--- src/rtl/lsu_mem_stage.sv ---
// lsu_mem_stage
// Load/store unit that sits right after the ALU. The ALU result is the
// effective address and rs2 is the store data. It runs one access at a time
// over a valid/grant/rvalid data-memory bus and holds the core with stall
// until that access finishes. Load data comes back aligned and sign- or
// zero-extended for register writeback. Misaligned or illegal requests and
// bus timeouts are flagged with one-cycle pulses.
//
// Ports
//   clk, rst       clock; asynchronous active-high reset
//   req_valid      memory instruction present this cycle
//   req_we         1 = store, 0 = load
//   req_funct3     000 B, 001 H, 010 W, 100 BU, 101 HU
//   req_addr       effective address
//   req_wdata      store data
//   stall          core must hold PC and request while high
//   rdata          extended load data (held between responses)
//   rdata_valid    one-cycle pulse when a load completes
//   align_err      one-cycle pulse: misaligned address or illegal funct3
//   bus_err        one-cycle pulse: access aborted by timeout
//   mem_req        bus request, held until mem_gnt
//   mem_we         write strobe
//   mem_addr       word address
//   mem_be         byte enables
//   mem_wdata      lane-replicated store data
//   mem_gnt        request accepted this cycle
//   mem_rvalid     read data / write acknowledge
//   mem_rdata      read word
module lsu_mem_stage #(
    parameter int unsigned TIMEOUT_CYCLES = 255
) (
    input  logic        clk,
    input  logic        rst,
    input  logic        req_valid,
    input  logic        req_we,
    input  logic [2:0]  req_funct3,
    input  logic [31:0] req_addr,
    input  logic [31:0] req_wdata,
    output logic        stall,
    output logic [31:0] rdata,
    output logic        rdata_valid,
    output logic        align_err,
    output logic        bus_err,
    output logic        mem_req,
    output logic        mem_we,
    output logic [31:0] mem_addr,
    output logic [3:0]  mem_be,
    output logic [31:0] mem_wdata,
    input  logic        mem_gnt,
    input  logic        mem_rvalid,
    input  logic [31:0] mem_rdata
);

    typedef enum logic [1:0] {S_IDLE, S_REQ, S_WAIT, S_RESP} state_t;

    // The abort fires in the last allowed cycle, so the pulse lands
    // TIMEOUT_CYCLES cycles after entering REQ or WAIT.
    localparam logic [9:0] TO_LAST = 10'(TIMEOUT_CYCLES - 1);

    state_t      r_state;
    state_t      w_next;
    logic        r_we;
    logic [2:0]  r_funct3;
    logic [1:0]  r_off;
    logic [9:0]  r_count;
    logic [31:0] r_mem_addr;
    logic [3:0]  r_mem_be;
    logic [31:0] r_mem_wdata;
    logic [31:0] r_rdata;
    logic        r_align_err;
    logic        r_bus_err;

    logic        w_legal;
    logic        w_accept;
    logic        w_fault;
    logic        w_timeout;
    logic [3:0]  w_be;
    logic [31:0] w_wdata;
    logic [31:0] w_shifted;
    logic [31:0] w_load;

    // Legality, byte-enable and store-lane replication for the incoming request
    always_comb begin
        w_legal = 1'b0;
        w_be    = 4'b1111;
        w_wdata = req_wdata;
        case (req_funct3)
            3'b000, 3'b100: w_legal = 1'b1;
            3'b001, 3'b101: w_legal = ~req_addr[0];
            3'b010:         w_legal = (req_addr[1:0] == 2'b00);
            default:        w_legal = 1'b0;
        endcase
        case (req_funct3[1:0])
            2'b00: begin
                w_be    = 4'b0001 << req_addr[1:0];
                w_wdata = {4{req_wdata[7:0]}};
            end
            2'b01: begin
                w_be    = 4'b0011 << req_addr[1:0];
                w_wdata = {2{req_wdata[15:0]}};
            end
            default: begin
                w_be    = 4'b1111;
                w_wdata = req_wdata;
            end
        endcase
    end

    assign w_accept  = (r_state == S_IDLE) && req_valid && w_legal;
    assign w_fault   = (r_state == S_IDLE) && req_valid && !w_legal;
    assign w_timeout = (r_count == TO_LAST);

    // Load data extraction from the latched offset and size
    always_comb begin
        w_shifted = mem_rdata >> {r_off, 3'b000};
        case (r_funct3)
            3'b000:  w_load = {{24{w_shifted[7]}}, w_shifted[7:0]};
            3'b100:  w_load = {24'b0, w_shifted[7:0]};
            3'b001:  w_load = {{16{w_shifted[15]}}, w_shifted[15:0]};
            3'b101:  w_load = {16'b0, w_shifted[15:0]};
            default: w_load = w_shifted;
        endcase
    end

    // State register
    always_ff @(posedge clk or posedge rst) begin
        if (rst) r_state <= S_IDLE;
        else     r_state <= w_next;
    end

    // Next state and handshake outputs. Grant wins over a same-cycle
    // timeout, and a grant cycle never doubles as a response cycle.
    // stall is masked by rst so every output is low while reset is held.
    always_comb begin
        w_next      = r_state;
        mem_req     = 1'b0;
        mem_we      = 1'b0;
        stall       = 1'b0;
        rdata_valid = 1'b0;
        case (r_state)
            S_IDLE: begin
                if (w_accept) begin
                    stall  = ~rst;
                    w_next = S_REQ;
                end
            end
            S_REQ: begin
                mem_req = 1'b1;
                mem_we  = r_we;
                stall   = 1'b1;
                if (mem_gnt)        w_next = S_WAIT;
                else if (w_timeout) w_next = S_IDLE;
            end
            S_WAIT: begin
                stall = 1'b1;
                if (mem_rvalid)     w_next = S_RESP;
                else if (w_timeout) w_next = S_IDLE;
            end
            S_RESP: begin
                rdata_valid = ~r_we;
                w_next      = S_IDLE;
            end
            default: w_next = S_IDLE;
        endcase
    end

    // Timeout counter restarts on every state change and counts while
    // waiting on the bus
    always_ff @(posedge clk or posedge rst) begin
        if (rst) begin
            r_count <= 10'd0;
        end else if (r_state != w_next) begin
            r_count <= 10'd0;
        end else if (r_state == S_REQ || r_state == S_WAIT) begin
            r_count <= r_count + 10'd1;
        end
    end

    // Request capture so the bus sees stable values for the whole access
    always_ff @(posedge clk or posedge rst) begin
        if (rst) begin
            r_we        <= 1'b0;
            r_funct3    <= 3'b000;
            r_off       <= 2'b00;
            r_mem_addr  <= 32'd0;
            r_mem_be    <= 4'd0;
            r_mem_wdata <= 32'd0;
        end else if (w_accept) begin
            r_we        <= req_we;
            r_funct3    <= req_funct3;
            r_off       <= req_addr[1:0];
            r_mem_addr  <= {req_addr[31:2], 2'b00};
            r_mem_be    <= w_be;
            r_mem_wdata <= w_wdata;
        end
    end

    // Load result register and one-cycle error pulses
    always_ff @(posedge clk or posedge rst) begin
        if (rst) begin
            r_rdata     <= 32'd0;
            r_align_err <= 1'b0;
            r_bus_err   <= 1'b0;
        end else begin
            r_align_err <= w_fault;
            r_bus_err   <= ((r_state == S_REQ)  && !mem_gnt    && w_timeout) ||
                           ((r_state == S_WAIT) && !mem_rvalid && w_timeout);
            if (r_state == S_WAIT && mem_rvalid && !r_we) begin
                r_rdata <= w_load;
            end
        end
    end

    assign rdata     = r_rdata;
    assign align_err = r_align_err;
    assign bus_err   = r_bus_err;
    assign mem_addr  = r_mem_addr;
    assign mem_be    = r_mem_be;
    assign mem_wdata = r_mem_wdata;

endmodule

--- config.mk ---
export PLATFORM = sky130hd
export DESIGN_NAME = lsu_mem_stage
export DESIGN_NICKNAME = d
export VERILOG_FILES = /design/src/rtl/lsu_mem_stage.sv
export SDC_FILE = /design/constraint.sdc
export NUM_CORES = 1
export LEC_CHECK = 0
export BUFFER_PORTS_ARGS = -buffer_cell sky130_fd_sc_hd__clkbuf_2
export CAP_MARGIN = 15
export CORE_UTILIZATION = 50
export CTS_CLUSTER_SIZE = 25
export DETAILED_ROUTE_END_ITERATION = 8
export PLACE_DENSITY_LB_ADDON = 0.2
export RECOVER_POWER = 100
export SYNTH_ARGS = -nofsm -noshare
export SYNTH_HDL_FRONTEND = slang
export SYNTH_SLANG_ARGS = --single-unit
--- constraint.sdc ---
create_clock -name clk -period 5.45 [get_ports clk]
set_input_delay 1.09 -clock clk [delete_from_list [all_inputs] [get_ports clk]]
set_output_delay 1.09 -clock clk [all_outputs]
set_load 0.005 [all_outputs]
==> results_dict.tcl, run 1 <==
set metrics [dict create \
    dpl_cell_area_mm2 0.00673 \
    synth_cell_types 45 \
    path_clk_slew_ns 0.06 \
    synth_top_area_cell "dfrtp_1" \
    die-width_um 108 \
    power_density_mw_per_mm2 552 \
    numCtsBuffers 17 \
    drc 0 \
    synth_edf_count 0 \
    die_area_mm2 0.0117 \
    rows 38 \
    cap_violations 3 \
    cp_slowest_cell "clkbuf_1" \
    postCtsSetupBuffers 0 \
    cts.sinks 118 \
    fin_nets 917 \
    area_delta_synth_final_pct 27.0 \
    grt_overflow_total 0 \
    grt_pass1_vias 4784 \
    grt_pass1_wl_um 22700 \
    setup.worst_path.end_class "flip-flop" \
    hp-class "flip-flop to flip-flop" \
    dieHeight_um 108 \
    cts_tree "built" \
    viasPerCell 5.16 \
    skew_ns 0.00796 \
    yosysSeqAreaShare_pct 52.4 \
    drive_gt1_share_pct 23.0 \
    ys_warn_count 0 \
    violations "max-capacitance violations, max-slew violations" \
    antenna-diode-count 0 \
    fin_crit_sh_pct 74.3 \
    rsz0062_at_grt "no" \
    clock_path_buffers 2 \
    path_max_fanout 102 \
    drt_pass1_iterations 5 \
    tns_ns 0 \
    required_ns 5.85 \
    hpwl_um 10200 \
    syn_inst 609 \
    cp.arrival_ns 4.45 \
    min_period_ns 4.05 \
    dominantRegCellSynth "dfrtp_1" \
    syn_area_mm2 0.00564 \
    clock.fmax_mhz 247 \
    status "finished with violations" \
    syn_area_per_cell_um2 9.25 \
    antenna_found_initial 0 \
    synth-seq-cells 118 \
    initial_utilization_pct 51.8 \
    finalHoldViolCount 0 \
    hold_buffers 0 \
    relSlewSlack_pct -30.4 \
    setup_violations 0 \
    critPathBufInv 2 \
    ctsRootBufferMaster "clkbuf_8" \
    core_mm2 0.0109 \
    grtUsageTotal_pct 25.2 \
    p_leak_nw 3.59 \
    drv_slew 114 \
    cp-start-kind "input port" \
    wirelength_um 14500 \
    synthTopCellsByArea "dfrtp_1 (52%), nand2_1 (12%), mux2i_1 (7.5%), o21ai_0 (3.5%), nor2_1 (3.5%)" \
    vias 4936 \
    max_stage_delay_ns 1.08 \
    setup_ws_ns 1.40 \
    fin_area_mm2 0.00716 \
    ys_async_sr_fraction_pct 100 \
    ios 211 \
    htree_num_levels 4 \
    instances_no_fill 957 \
    place.gp.congestion 0.816 \
    cts_resized 0 \
    max_slew.worst_pin.slew_ns 1.96 \
    path_cells "clkbuf_1, o31a_1, or3b_1, buf_4, a221o_1, o2111ai_1, a211oi_1" \
    grt_max_degree 103 \
    critPathTopFamily "buffers and inverters" \
    port_buffers 208 \
    drt_iter0_drc 254 \
    dp_cells 925 \
    yosysTopAreaCellShare_pct 52.4 \
    place_ws_ns 1.78 \
    wl_per_cell_um 15.1 \
    clock_latency_ns 0.51 \
    worst_ir_drop_vdd_v 0.000259 \
    worstSetupPathType "input port to flip-flop" \
    postRouteAntennaNets 0 \
]
cell type report:
type                       count  area, um2
inverter                       6       25.0
tap                          140        175
clock inverter                12        104
multi-input combinational    448       2470
fill                         953       3730
sequential                   118       2950
timing repair buffer         213        986
clock buffer                  20        445
logic make-up (layout without fill, tap and decap cells):
group	count (synthesis)	in the layout	share of synthesized area (%)
adders and majority gates	8	8	1.78
buffers and inverters	44	251	3.49
AOI/OAI and AO/OA	103	103	11.3
DFF	118	118	52.4
and+or+nand+nor	276	276	20.5
xor gates and xnor gates	9	9	1.40
other	1	2	0.0665
muxes	50	50	9.06
state kept, by name, summed over array words and instances (netlist names):
name	cells
rdata	32
mem_wdata	32
r_off	2
mem_be	4
r_state	2
r_funct3	3
r_we	1
bus_err	1
r_count	10
align_err	1
mem_addr	30
worst reg2reg max path, stage by stage (launching register included):
cell      delay (ns)
dfrtp_1         0.47
inv_1           0.18
ha_1            0.26
nand2_1         0.18
nor2_2          0.11
clkbuf_1        1.12
nand2_1         0.54
o22a_1          0.33
cell usage in the layout (no fill, tap or decap), types with 2 or more instances in the layout:
cell,Yosys,layout
xnor2_1,4,4
nor2b_1,10,10
clkinv_2,0,4
nand2_1,185,185
buf_1,4,2
o211ai_1,3,3
and3_1,4,4
o21ai_0,39,39
o22a_1,8,8
nand2b_1,4,4
ha_1,8,8
a211oi_1,7,8
clkbuf_16,0,16
xor2_1,5,5
dfrtp_1,118,118
clkinvlp_4,0,6
nor2_2,2,2
nor2_1,52,52
nand3_1,2,2
nand4_1,5,5
buf_4,3,3
clkbuf_2,0,140
clkbuf_8,0,3
nand3b_1,4,4
mux2i_1,42,42
inv_1,5,5
conb_1,1,2
clkbuf_1,20,69
a21oi_1,35,35
and2_0,0,2
o31a_1,2,2
mux2_2,8,7
per-stage QoR:
stage / hold slack, ns / total power, mW / util, %
2_1_floorplan: 0.470 / 2.36 / -
3_3_place_gp: 0.458 / 2.96 / 61.8
3_5_place_dp: 0.462 / 3.03 / 61.8
4_1_cts: 0.479 / 4.07 / 66.8
5_1_grt: 0.493 / 4.25 / 65.7
6_report: 0.476 / 3.95 / 65.7
final timing paths:
| path | startpoint | to | slack, ns | cells past startpoint |
|---|---|---|---|---|
| max in group asynchronous | rst | align_err$_DFF_PP0_ | 3.49 | 3 |
| min in group asynchronous | rst | mem_addr[6]$_DFFE_PP0P_ | 0.74 | 2 |
| max reg2reg | r_state[0]$_DFF_PP0_ | rdata[22]$_DFFE_PP0P_ | 2.12 | 7 |
| min reg2reg | mem_wdata[6]$_DFFE_PP0P_ | mem_wdata[6]$_DFFE_PP0P_ | 0.48 | 2 |
| max | req_funct3[1] | r_count[1]$_DFFE_PP0P_ | 1.40 | 7 |
| min | mem_wdata[6]$_DFFE_PP0P_ | mem_wdata[6]$_DFFE_PP0P_ | 0.48 | 2 |
routing by layer:
| layer | track usage (%) | vias up | part of all wire [%] |
|---|---|---|---|
| li1 | - | 2422 | - |
| met1 | 32.1 | 2329 | 44 |
| met2 | 41.6 | 171 | 48 |
| met3 | 5.97 | 14 | 5.8 |
| met4 | 9.59 | 0 | 1.4 |
| met5 | 0 | - | 0 |
where the power goes:
part / switching (mW) / internal (mW) / leakage [nW] / total [mW]
Combinational: 0.772 / 0.595 / 1.87 / 1.37
Clock: 0.394 / 0.625 / 0.255 / 1.02
Sequential: 0.282 / 1.28 / 1.46 / 1.56
Total: 1.45 / 2.50 / 3.59 / 3.95
Yosys cell counts, types with 2 or more instances:
| master | number |
|---|---|
| o31a_1 | 2 |
| mux2_2 | 8 |
| nor2b_1 | 10 |
| nand3_1 | 2 |
| inv_1 | 5 |
| nand2_1 | 185 |
| o21ai_0 | 39 |
| buf_1 | 4 |
| nand2b_1 | 4 |
| xor2_1 | 5 |
| nor2_2 | 2 |
| ha_1 | 8 |
| and2_1 | 2 |
| buf_4 | 3 |
| nand3b_1 | 4 |
| a211oi_1 | 7 |
| o211ai_1 | 3 |
| o22a_1 | 8 |
| nand4_1 | 5 |
| clkbuf_1 | 20 |
| and3_1 | 4 |
| a21oi_1 | 35 |
| nor2_1 | 52 |
| buf_2 | 10 |
| mux2i_1 | 42 |
| xnor2_1 | 4 |
| dfrtp_1 | 118 |
No activity file was read; power rests on OpenSTA's default activity.
==> run 2: changes to the inputs <==
==> constraint.sdc (replaced) <==
create_clock -name clk -period 4.2 [get_ports clk]
set_input_delay 0.84 -clock clk [delete_from_list [all_inputs] [get_ports clk]]
set_output_delay 0.84 -clock clk [all_outputs]
set_load 0.005 [all_outputs]
==> run 2 against run 1 <==
Non-clock buffer count increased by 2; via count increased by 0.97%; clock power increased by 33%; the flow still finishes with violations (max-capacitance violations, max-slew violations); global-route usage increased by 0.20 points; flip-flop and latch count unchanged.
==> results_dict.tcl, run 2 (synthesis gave the netlist of run 1 again) <==
set metrics [dict create \
    setup_violations 0 \
    power_mw 5.19 \
    cts_resized 0 \
    fin_area_mm2 0.00721 \
    initial_utilization_pct 51.8 \
    ctsRootBufferMaster "clkbuf_8" \
    setup.worst_path.end_class "flip-flop" \
    path_clk_slew_ns 0.06 \
    dieHeight_um 108 \
    htree_num_levels 4 \
    required_ns 4.64 \
    antenna-diode-count 0 \
    cp.arrival_ns 3.70 \
    postCtsSetupBuffers 0 \
    rsz0062_at_grt "no" \
    vias 4984 \
    fin_crit_sh_pct 77.8 \
    tns_ns 0 \
    grt_overflow_total 0 \
    cts_tree "built" \
    skew_ns 0.0101 \
    drc 0 \
    wirelength_um 14600 \
    die-width_um 108 \
    drv_slew 224 \
    drt_pass1_iterations 4 \
    drt_iter0_drc 327 \
    hpwl_um 10400 \
    rows 38 \
    wl_per_cell_um 15.2 \
    cp-start-kind "input port" \
    fin_nets 919 \
    clock_latency_ns 0.52 \
    area_delta_synth_final_pct 27.9 \
    n_fill_cell 953 \
    antenna_found_initial 0 \
    relSlewSlack_pct -28.3 \
    path_max_fanout 45 \
    dpl_cell_area_mm2 0.00674 \
    place_ws_ns 1.11 \
    max_slew.worst_pin.slew_ns 1.92 \
    worstSetupPathType "input port to flip-flop" \
    p_leak_nw 3.65 \
    cts.sinks 118 \
    viasPerCell 5.20 \
    most-common-layout-cells "nand2_1 (185), clkbuf_2 (157), dfrtp_1 (118), clkbuf_1 (54), nor2_1 (53)" \
    postRouteAntennaNets 0 \
    grt_pass1_vias 4745 \
    final_common_cell "nand2_1" \
    grtUsageTotal_pct 25.4 \
    setup_ws_ns 0.932 \
    ios 211 \
    die_area_mm2 0.0117 \
    power_density_mw_per_mm2 720 \
    hp-class "flip-flop to flip-flop" \
    utilization_pct 66.2 \
    finalHoldViolCount 0 \
    grt_max_degree 102 \
    port_buffers 208 \
    drive_gt1_share_pct 25.2 \
    cap_violations 3 \
    numCtsBuffers 17 \
    hold_buffers 0 \
    place.gp.congestion 0.836 \
    min_period_ns 3.27 \
    grt_pass1_wl_um 22900 \
    clock_path_buffers 2 \
    worst_ir_drop_vdd_v 0.000471 \
    violations "max-capacitance violations, max-slew violations" \
    status "finished with violations" \
    clock.fmax_mhz 306 \
    core_mm2 0.0109 \
]
==> run 2: routing by layer <==
metal	part of all wire [%]	up-vias	routed length, um	global-route usage [%]
met3	7.0	29	1020	6.81
li1	-	2424	-	-
met4	2.3	0	335	9.88
met2	48	180	7060	41.1
met1	42	2351	6150	32.5
met5	0	-	0	0
==> run 2: path summary, 6_finish.rpt <==
| kind | from | endpoint | slack [ns] | cells past startpoint |
|---|---|---|---|---|
| setup reg to reg | r_state[0]$_DFF_PP0_ | r_count[1]$_DFFE_PP0P_ | 0.95 | 8 |
| hold reg to reg | mem_addr[25]$_DFFE_PP0P_ | mem_addr[25]$_DFFE_PP0P_ | 0.48 | 2 |
| hold / removal | mem_addr[25]$_DFFE_PP0P_ | mem_addr[25]$_DFFE_PP0P_ | 0.48 | 2 |
| min in group asynchronous | rst | r_count[0]$_DFFE_PP0P_ | 0.53 | 3 |
| max in group asynchronous | rst | mem_addr[16]$_DFFE_PP0P_ | 1.48 | 4 |
| setup / recovery | req_funct3[0] | r_state[0]$_DFF_PP0_ | 0.93 | 7 |
==> run 2: critical path, cell delays in order <==
cell and delay (ns):
clkbuf_2 0.25, o31a_1 0.37, or3b_1 0.40, inv_1 0.10, clkbuf_1 1.37, a32oi_1 0.18, o211ai_1 0.19
==> run 2: cell type report <==
cell class	instances	area (um2)	share of cell area, %
Clock buffer	17	414	5.75
Clock inverter	15	145	2.01
Inverter	6	23.8	0.330
Multi-Input combinational cell	448	2480	34.4
Sequential cell	118	2950	41.0
Tap cell	140	175	2.43
Timing Repair Buffer	215	1010	14.1
==> run 2: through the flow <==
stage | instances | hold WS, ns
global route | 959 | 0.495
global placement | 927 | 0.458
finish | 959 | 0.476
CTS | 959 | 0.478
floorplan | 610 | 0.470
detailed placement | 927 | 0.461
==> run 2: power by group <==
| group | total [mW] | switching (mW) | internal (mW) |
|---|---|---|---|
| registers | 2.04 | 0.374 | 1.66 |
| logic | 1.80 | 0.998 | 0.797 |
| clock network | 1.36 | 0.563 | 0.797 |
==> run 3: changes to the inputs <==
--- a/config.mk
+++ b/config.mk
@@ -7,7 +7,7 @@
 export LEC_CHECK = 0
 export BUFFER_PORTS_ARGS = -buffer_cell sky130_fd_sc_hd__clkbuf_2
 export CAP_MARGIN = 15
-export CORE_UTILIZATION = 50
+export CORE_UTILIZATION = 45
 export CTS_CLUSTER_SIZE = 25
 export DETAILED_ROUTE_END_ITERATION = 8
 export PLACE_DENSITY_LB_ADDON = 0.2
==> constraint.sdc (replaced) <==
create_clock -name clk -period 2.95 [get_ports clk]
set_input_delay 0.59 -clock clk [delete_from_list [all_inputs] [get_ports clk]]
set_output_delay 0.59 -clock clk [all_outputs]
set_load 0.005 [all_outputs]
==> run 3 against run 2 <==
The flow still finishes with violations (max-capacitance violations, max-slew violations); core utilization fell by 5.7 points; total power is 46% higher; final area grew 1.6%; largest cell class unchanged; sequential share of layout area decreased by 0.66 points; highest routed layer unchanged; global-route usage is 2.5 points lower; clock power is 60% higher; flip-flop and latch count unchanged; clock skew down 0.0049 ns; non-clock buffer count is 2 higher; critical endpoint is now stall; combinational power rose by 43%; die area grew 11%.
==> results_dict.tcl, run 3 (synthesis gave the netlist of run 1 again) <==
set metrics [dict create \
    status "finished with violations" \
    violations "max-capacitance violations, max-slew violations" \
    viasPerCell 4.99 \
    cp_common_cell "inv_1" \
    antenna_found_initial 0 \
    ios 211 \
    wirelength_um 14300 \
    hp-class "input port to flip-flop" \
    hold_buffers 0 \
    rsz0062_at_grt "no" \
    path_clk_slew_ns 0.06 \
    setup_ws_ns 0.236 \
    tns_ns 0 \
    regArea_mm2 0.00295 \
    cp_slowest_cell "dfrtp_1" \
    place_ws_ns 0.579 \
    clock_latency_ns 0.41 \
    rr_endpoint "rdata[3]$_DFFE_PP0P_" \
    fin_crit_sh_pct 92.0 \
    place.gp.congestion 0.848 \
    worstSetupPathType "flip-flop to output port" \
    port_buffers 208 \
    htree_num_levels 4 \
    setup_violations 0 \
    p_leak_nw 3.68 \
    dieHeight_um 114 \
    grt_pass1_vias 4719 \
    vias 4932 \
    multi_input_area_mm2 0.00247 \
    n_fill_cell 1099 \
    area_delta_synth_final_pct 30.0 \
    postRouteAntennaNets 0 \
    grt_overflow_total 0 \
    min_to "mem_addr[28]$_DFFE_PP0P_" \
    max_slew.worst_pin.slew_ns 1.59 \
    reg2regPathDepth 6 \
    drc 0 \
    final_common_cell "nand2_1" \
    cp.arrival_ns 2.12 \
    reg2reg_slack_ns 0.44 \
    ctsRootBufferMaster "clkbuf_16" \
    cts_tree "built" \
    antenna-diode-count 0 \
    min_period_ns 2.71 \
    fin_nets 921 \
    drive_gt1_share_pct 25.5 \
    grtUsageTotal_pct 22.9 \
    skew_ns 0.00513 \
    grt_max_degree 119 \
    wl_per_cell_um 14.5 \
    core_mm2 0.0121 \
    rows 40 \
    cap_violations 1 \
    worstHoldStart "req_addr[28]" \
    hold-path-cell-count 3 \
    clock_path_buffers 2 \
    die-width_um 114 \
    grt_pass1_wl_um 23200 \
    relSlewSlack_pct -6.09 \
    finalHoldViolCount 0 \
    setup.worst_path.end_class "output port" \
    drt_iter0_drc 290 \
    cts_resized 0 \
    drv_slew 119 \
    cts.sinks 118 \
    hpwl_um 10300 \
    max_stage_delay_ns 0.47 \
    numCtsBuffers 17 \
    postCtsSetupBuffers 0 \
    path_cells "inv_1, ha_1, nand2_1, or3b_4, inv_1, a21oi_1, nor2_1, clkbuf_2" \
    power_density_mw_per_mm2 1040 \
    drt_pass1_iterations 4 \
    cp-start-kind "flip-flop" \
    required_ns 2.36 \
    worst_ir_drop_vdd_v 0.000533 \
    initial_utilization_pct 46.5 \
    r2r-start "r_state[0]$_DFF_PP0_" \
    path_max_fanout 8 \
    die_area_mm2 0.0130 \
    clock.fmax_mhz 368 \
    most-common-layout-cells "nand2_1 (185), clkbuf_2 (153), dfrtp_1 (118), clkbuf_1 (56), nor2_1 (52)" \
]
[run 3: changes by cell type in the layout (fill, tap and decap cells not counted), sizes merged]
cell and delta:
clkinv +4, buf +2, inv -7, bufinv +3
[run 3: layout make-up]
class	count	share of cell area, %
well taps	168	2.87
repair buffers	217	14.1
flip-flops and latches	118	40.3
clock inverters	15	2.82
multi-input cells	448	33.8
clock buffers	17	5.81
inverters	6	0.325
[run 3: worst max-delay path by stage]
stage | start | endpoint | slack [ns] | cells after the start
after floorplan | rst | stall | -0.30 | 3
after global routing | r_state[0]$_DFF_PP0_ | stall | 0.06 | 8
after detailed placement | req_funct3[0] | stall | 0.58 | 7
after CTS | r_state[0]$_DFF_PP0_ | stall | 0.22 | 8
after global placement | req_funct3[0] | stall | 0.60 | 7
final | r_state[0]$_DFF_PP0_ | stall | 0.24 | 8
[run 3: worst max-delay path: cells and delay by family (launching register included)]
family	cells	cell delay (ns)
AND/OR/NAND/NOR	3	0.61
flip-flops	1	0.47
buffers and inverters	3	0.39
AO/OA/AOI/OAI	1	0.06
adder cells (fa/ha/maj)	1	0.18
[run 3: stage by stage]
| step | instance area, um2 | utilization [%] | total power [mW] | std cells | hold slack [ns] |
|---|---|---|---|---|---|
| floorplan | 5640 | - | 4.37 | 610 | 0.470 |
| global placement | 6810 | 56.2 | 5.47 | 957 | 0.457 |
| detailed placement | 6810 | 56.2 | 5.58 | 957 | 0.462 |
| CTS | 7440 | 61.4 | 7.79 | 989 | 0.350 |
| global route | 7330 | 60.5 | 8.16 | 989 | 0.355 |
| finish | 7330 | 60.5 | 7.58 | 989 | 0.367 |
[run 3: power by group]
group          switching, mW  internal, mW
sequential             0.469          2.37
combinational           1.45          1.13
clock                  0.757          1.41
total                   2.67          4.91
[run 3: per-layer routing]
metal	vias to the layer above	wire length (um)	part of all wire (%)	GRT usage, %
met4	0	237	1.7	8.74
met2	169	6730	47	36.5
li1	2438	-	-	-
met1	2303	6520	45	30.3
met3	22	864	6.0	5.74
met5	-	0	0	0
